## src/rtl/dag_access_arbiter.sv

```systemverilog
`default_nettype none
// ============================================================================
// Module      : dag_access_arbiter
// Description : Shares the DAG between sequencer commands and host register
//               accesses. Optional host anti-starvation counter is built
//               when DAG_ACCESS_ARBITER_STARVE_EN is defined.
// Revision    : 1.0 - initial release
// ============================================================================
module dag_access_arbiter #(
  parameter int STARVE_LIM = 4
) (
  input  logic        clk,
  input  logic        rst_n,
  input  logic        ps_req,
  input  logic [13:0] ps_cmd,
  input  logic [15:0] ps_dt,
  output logic        ps_gnt,
  input  logic        hs_req,
  input  logic        hs_wr,
  input  logic [4:0]  hs_add,
  input  logic [15:0] hs_wdt,
  output logic        hs_ack,
  output logic [15:0] hs_rdt,
  output logic        dg_en,
  output logic [13:0] dg_cmd,
  output logic [15:0] bc_dt,
  output logic [4:0]  dg_rd_add,
  input  logic [15:0] dg_bc_dt
);

  typedef enum logic [2:0] {
    IDLE   = 3'd0,
    ISS_PS = 3'd1,
    ISS_HW = 3'd2,
    ISS_HR = 3'd3,
    ACK    = 3'd4
  } state_t;

  state_t r_state;
  logic   w_arb;
  logic   w_host_elig;
  logic   w_starve;
  logic   w_ps_win;
  logic   w_host_win;

  // The host is held out while its own access is completing.
  assign w_arb       = (r_state == IDLE) || (r_state == ISS_PS) || (r_state == ACK);
  assign w_host_elig = w_arb && hs_req && (r_state != ACK);
  assign w_ps_win    = w_arb && ps_req && !(w_starve && w_host_elig);
  assign w_host_win  = w_host_elig && !w_ps_win;
  assign ps_gnt      = rst_n && w_ps_win;

`ifdef DAG_ACCESS_ARBITER_STARVE_EN
  localparam int                 c_cnt_w = $clog2(STARVE_LIM + 1);
  localparam logic [c_cnt_w-1:0] c_lim   = c_cnt_w'(STARVE_LIM);

  logic [c_cnt_w-1:0] r_starve_cnt;

  assign w_starve = (r_starve_cnt == c_lim);

  always_ff @(posedge clk or negedge rst_n) begin
    if (!rst_n) begin
      r_starve_cnt <= '0;
    end else if (w_host_win) begin
      r_starve_cnt <= '0;
    end else if (w_host_elig && !w_starve) begin
      r_starve_cnt <= r_starve_cnt + 1'b1;
    end
  end
`else
  // Strict sequencer priority: the starve condition can never hold.
  assign w_starve = (STARVE_LIM < 0);
`endif

  always_ff @(posedge clk or negedge rst_n) begin
    if (!rst_n) begin
      r_state   <= IDLE;
      dg_en     <= 1'b0;
      dg_cmd    <= '0;
      bc_dt     <= '0;
      dg_rd_add <= '0;
      hs_ack    <= 1'b0;
      hs_rdt    <= '0;
    end else begin
      dg_en     <= 1'b0;
      dg_cmd    <= '0;
      bc_dt     <= '0;
      dg_rd_add <= '0;
      hs_ack    <= 1'b0;
      case (r_state)
        ISS_HW: begin
          r_state <= ACK;
          hs_ack  <= 1'b1;
        end
        ISS_HR: begin
          r_state <= ACK;
          hs_ack  <= 1'b1;
          hs_rdt  <= dg_bc_dt;
        end
        default: begin
          if (w_ps_win) begin
            r_state <= ISS_PS;
            dg_en   <= 1'b1;
            dg_cmd  <= ps_cmd;
            bc_dt   <= ps_dt;
          end else if (w_host_win) begin
            if (hs_wr) begin
              r_state <= ISS_HW;
              dg_cmd  <= {8'b0, 1'b1, hs_add};
              bc_dt   <= hs_wdt;
            end else begin
              r_state   <= ISS_HR;
              dg_rd_add <= hs_add;
            end
          end else begin
            r_state <= IDLE;
          end
        end
      endcase
    end
  end

endmodule
`default_nettype wire

```

## config.mk

```make
export PLATFORM = sky130hd
export DESIGN_NAME = dag_access_arbiter
export DESIGN_NICKNAME = d
export VERILOG_FILES = /design/src/rtl/dag_access_arbiter.sv
export SDC_FILE = /design/constraint.sdc
export NUM_CORES = 1
export LEC_CHECK = 0
export ABC_AREA = 1
export CORE_UTILIZATION = 38
export DETAILED_ROUTE_END_ITERATION = 16
export PLACE_DENSITY = 0.81
export SYNTH_ARGS = -nofsm -noshare
export SYNTH_HDL_FRONTEND = slang
export SYNTH_SLANG_ARGS = --single-unit
```

## constraint.sdc

```tcl
create_clock -name clk -period 1.8 [get_ports clk]
set_clock_uncertainty 0.2 [all_clocks]
set_input_delay 0.36 -clock clk [delete_from_list [all_inputs] [get_ports clk]]
set_output_delay 0.36 -clock clk [all_outputs]
set_load 0.01 [all_outputs]
```

Word level (Yosys, flattened, before mapping)
Cells that the tools add are included.
{ "classes": {"n_reduce_logical": 10, "mux": 19, "n_eq_ne": 5} }
{ "ops": {"columns": ["operator", "n"], "rows": [
  ["$mux W16", 4],
  ["$mux W14", 2],
  ["$mux W5", 4],
  ["$mux W6", 2],
  ["$mux W3", 3],
  ["$eq A3 B2 Y1 const B", 2],
  ["$logic_and A1 B1 Y1", 5],
  ["$mux W1", 4],
  ["$eq A3 B1 Y1 const B", 1],
  ["$eq A3 B3 Y1 const B", 1],
  ["$logic_not A3 Y1", 1],
  ["$ne A3 B3 Y1 const B", 1],
  ["$logic_or A1 B1 Y1", 2],
  ["$reduce_or A2 Y1", 1],
  ["$logic_not A1 Y1", 1]
]} }
{ "totals": {"input_bits": 72, "ff_bits": 56, "output_inout_bits": 54, "elab_cells": 41} }

Longest topological paths before layout
{ "logic_depth": {"depth_word": 9, "depth_mapped": 6, "mapped_depth_nobuf": 5} }

Worst setup path after synthesis
OpenSTA, ideal clock, no wires.
{ "synth_timing": {"path_type": "register to output", "from": "register r_state[0]", "to": "output port ps_gnt", "n_path_buf": 2, "stages_incl_launch_ff": 6, "slack_ns": 0.239, "t_arrival_ns": 1.001, "required_ns": 1.240, "cell_sequence": "dfrtp_1 -> buf_2 -> nand2_1 -> nand3_1 -> buf_4 -> nor2_1"} }
{ "synth_via": {"elab_chain_len": 5} }
{ "synth_rtl": {"columns": ["element", "line", "source"], "rows": [
  ["start: declaration", "39", "state_t r_state;"],
  ["start signal: assignment", "77", "r_state <= IDLE;"],
  ["start signal: assignment", "92", "r_state <= ACK;"],
  ["start signal: assignment", "96", "r_state <= ACK;"],
  ["$eq A3 B1 Y1 or $logic_not A3 Y1 (tied branches)", "47", "assign w_arb = (r_state == IDLE) || (r_state == ISS_PS) || (r_state == ACK);"],
  ["$logic_or A1 B1 Y1", "47", null],
  ["$logic_or A1 B1 Y1 *", "47", null],
  ["$logic_and A1 B1 Y1 *", "49", "assign w_ps_win = w_arb && ps_req && !(w_starve && w_host_elig);"],
  ["$logic_and A1 B1 Y1 *", "51", "assign ps_gnt = rst_n && w_ps_win;"],
  ["end: declaration", "17", "output logic ps_gnt,"]
]} }
Mark *: on every way between the ends. The rest lies on a longest branch, timed or not.

Final worst setup path
{ "layout_timing": {"from": "register hs_rdt[6]", "to": "output port hs_rdt[6]"} }
{ "layout_lines": {"columns": ["element", "line", "source"], "rows": [
  ["start: declaration", "23", "output logic [15:0] hs_rdt,"],
  ["start signal: assignment", "98", "hs_rdt <= dg_bc_dt;"]
]} }
No word-level cell between the ends.

==> metrics.md <==
| Metric | Value |
|---|---|
| Clk pin slew, worst setup/hold paths | `100 ps` |
| Hold_ws | `-7.49 ps` |
| Synth area leader | `dfrtp_1` |
| Post-synth top area share | `0.619` |
| Vias in the first global route | `2,030` |
| Via-to-Cell Ratio | `4.90` |
| Syn. warnings | `0` |
| Yosys reg bits | `55` |
| H-tree lvl count | `2` |
| First-pass GRT wire length | `9670 µm` |
| Share of cells above drive strength 1 | `0.118` |
| Max-Cap Viols | `0` |
| Commonest non-fill, non-tap cell in the layout | `clkdlybuf4s50_1` |
| Worst slew pin tran | `675 ps` |
| Area grow syn2layout | `66.2%` |
| Wire per inst | `14.0 µm` |
| Most frequent cells in the layout | `clkdlybuf4s50_1, nand2_1, dfrtp_1` |
| Slowest CP cell | `clkdlybuf4s50_1` |
| Final Hold Viols | `16` |
| Largest cells by area after synthesis | `dfrtp_1, nand2_1, nand4_1` |
| 1st-iter DRT viols | `54` |
| Worst-skew pair later-pin latency | `300 ps` |
| Synth unique cells | `18` |
| Clk sinks | `55` |
| Status | `complete, but fails checks` |
| Failing checks | `negative hold slack` |
| Buffers on Ports | `125` |
| I/O pin count | `126` |
| Cell family with most CP delay | `buffers and inverters` |
| Final ANT Viol Nets | `0` |
| Post-DP HPWL | `4380 µm` |
| Vias | `2,093` |
| Fin crit period | `1770 ps` |
| Area of the core region | `5570 µm²` |
| Nets | `426` |
| Setup TNS | `0 ps` |
| Rows | `27` |
| Routed wire length | `5960 µm` |
| Crit path kind | `flip-flop to output port` |
| Critical path launch point type | `flip-flop` |
| Avg Cell Area, Syn | `9.92 µm²` |
| F_max | `564 MHz` |
| Final-report max-slew violation count | `0` |
| Power per Cell Area | `819 nW/µm²` |
| Synth Instances | `224` |
| Placer Congestion | `0.780` |
| # setup viols final | `0` |
| GR Layer Usage met1 | `0.245` |
| Initial Util | `0.399` |
| DIE WIDTH | `78.5 µm` |
| Initial antenna violation count | `0` |
| Overflow after GRT | `0` |
| Hold Crit Class | `primary input to async pin` |
| Crit end category | `output port` |
| Chip height | `78.5 µm` |
| Grt met2 use | `0.346` |
| Tcrit/Tclk final | `0.985` |
| DRC errors left | `0` |
| Critical Path RT | `1240 ps` |
| CP Data Arrival Time | `1210 ps` |
| Mapped cell area | `2220 µm²` |
| Critical-path maximum fanout | `2` |
| CP bufs+invs | `1` |
| Slowest cell delay on critical path | `540 ps` |
| Maximum VDD drop | `445 µV` |
| Register area share after synthesis | `0.619` |
| Max-slew headroom | `0.550` |
| Leakage | `1.82 nW` |
| GR Util met3 | `0.0605` |
| GRT Max-Usage Layer | `met2` |
| N_diodes | `0` |
| Die footprint | `6160 µm²` |
| Clock tree from TritonCTS | `built` |
| DP Area | `3580 µm²` |
| Gr usage total | `0.203` |
| Syn nets | `296` |
| Clk root buf | `clkbuf_8` |
| Num CTS Buffers | `5` |
| Clock Tree Buf Depth | `2` |
| Drt pass-1 iters | `6` |
| CP Cell Sequence | `clkdlybuf4s50_1` |
| Largest net degree at the start of global routing | `56` |
| Post-route cell area | `3690 µm²` |
sequential cells by signal, indices dropped and copies added, names as in the netlist:
name,cells
dg_cmd,14
hs_rdt,16
bc_dt,16
dg_rd_add,5
r_state,2
dg_en,1
hs_ack,1
metrics by stage:
stage / worst slack (ps) / cells / util / total power (W)
after detailed placement: -375 / 418 / 0.642 / 0.00243
after floorplan: 239 / 224 / - / 0.00182
after global routing: -20.4 / 427 / 0.663 / 0.00319
final: 27.8 / 427 / 0.663 / 0.00302
after CTS: 2.04 / 426 / 0.656 / 0.00307
after global placement: -366 / 418 / 0.642 / 0.00240
cells by family after synthesis:
family / share of synthesized area
buf+inv: 0.0664
simple gates: 0.241
compound gates: 0.0732
flops: 0.619
layout make-up:
type	instances	area, µm²
Sequential cell	55	1380
Timing Repair Buffer	138	1390
Tap cell	72	90.1
Clock buffer	5	68.8
Inverter	14	52.6
Clock inverter	3	15.0
Multi-Input combinational cell	140	703
Fill cell	477	1880
synth_stat cells:
| master | count |
|---|---|
| inv_1 | 13 |
| nand2_2 | 1 |
| nand3_1 | 17 |
| nand2_1 | 61 |
| nand3_2 | 1 |
| clkbuf_8 | 1 |
| buf_6 | 2 |
| inv_2 | 1 |
| nor2_1 | 15 |
| buf_4 | 2 |
| clkbuf_1 | 2 |
| buf_1 | 3 |
| o21ai_2 | 14 |
| nor2_4 | 1 |
| nand4_1 | 22 |
| buf_2 | 5 |
| o21ai_0 | 8 |
| dfrtp_1 | 55 |
final timing paths:
| kind | startpoint | endpoint | slack (ps) | depth (start not counted) |
|---|---|---|---|---|
| min | rst_n | hs_rdt[3]$_DFFE_PN0N_ | -7 | 2 |
| min reg2reg | hs_rdt[7]$_DFFE_PN0N_ | hs_rdt[7]$_DFFE_PN0N_ | 280 | 2 |
| max | hs_rdt[6]$_DFFE_PN0N_ | hs_rdt[6] | 30 | 1 |
| max in group asynchronous | rst_n | bc_dt[8]$_DFF_PN0_ | 950 | 2 |
| min in group clk | hs_rdt[7]$_DFFE_PN0N_ | hs_rdt[7]$_DFFE_PN0N_ | 280 | 2 |
| max reg2reg | hs_ack$_DFF_PN0_ | bc_dt[1]$_DFF_PN0_ | 310 | 5 |
metal layers:
layer  wire length (µm)  share of wire
met2               3070           0.52
met5                  0              0
met1               2290           0.38
met4                 79          0.013
met3                524          0.088
report_power, final:
| part | internal (W) | switching [W] | leakage (nW) |
|---|---|---|---|
| sequential | 0.00141 | 0.0000792 | 0.706 |
| combinational | 0.000509 | 0.000380 | 1.07 |
| clock | 0.000267 | 0.000383 | 0.0477 |
repair_timing:
action,CTS,global route
setup endpoints to repair,2,27
hold endpoints to repair,0,0
hold buffers,0,0
pin swaps,0,1
setup buffers,0,1
resized for setup,5,11
Power figures use the tool's default switching activity.
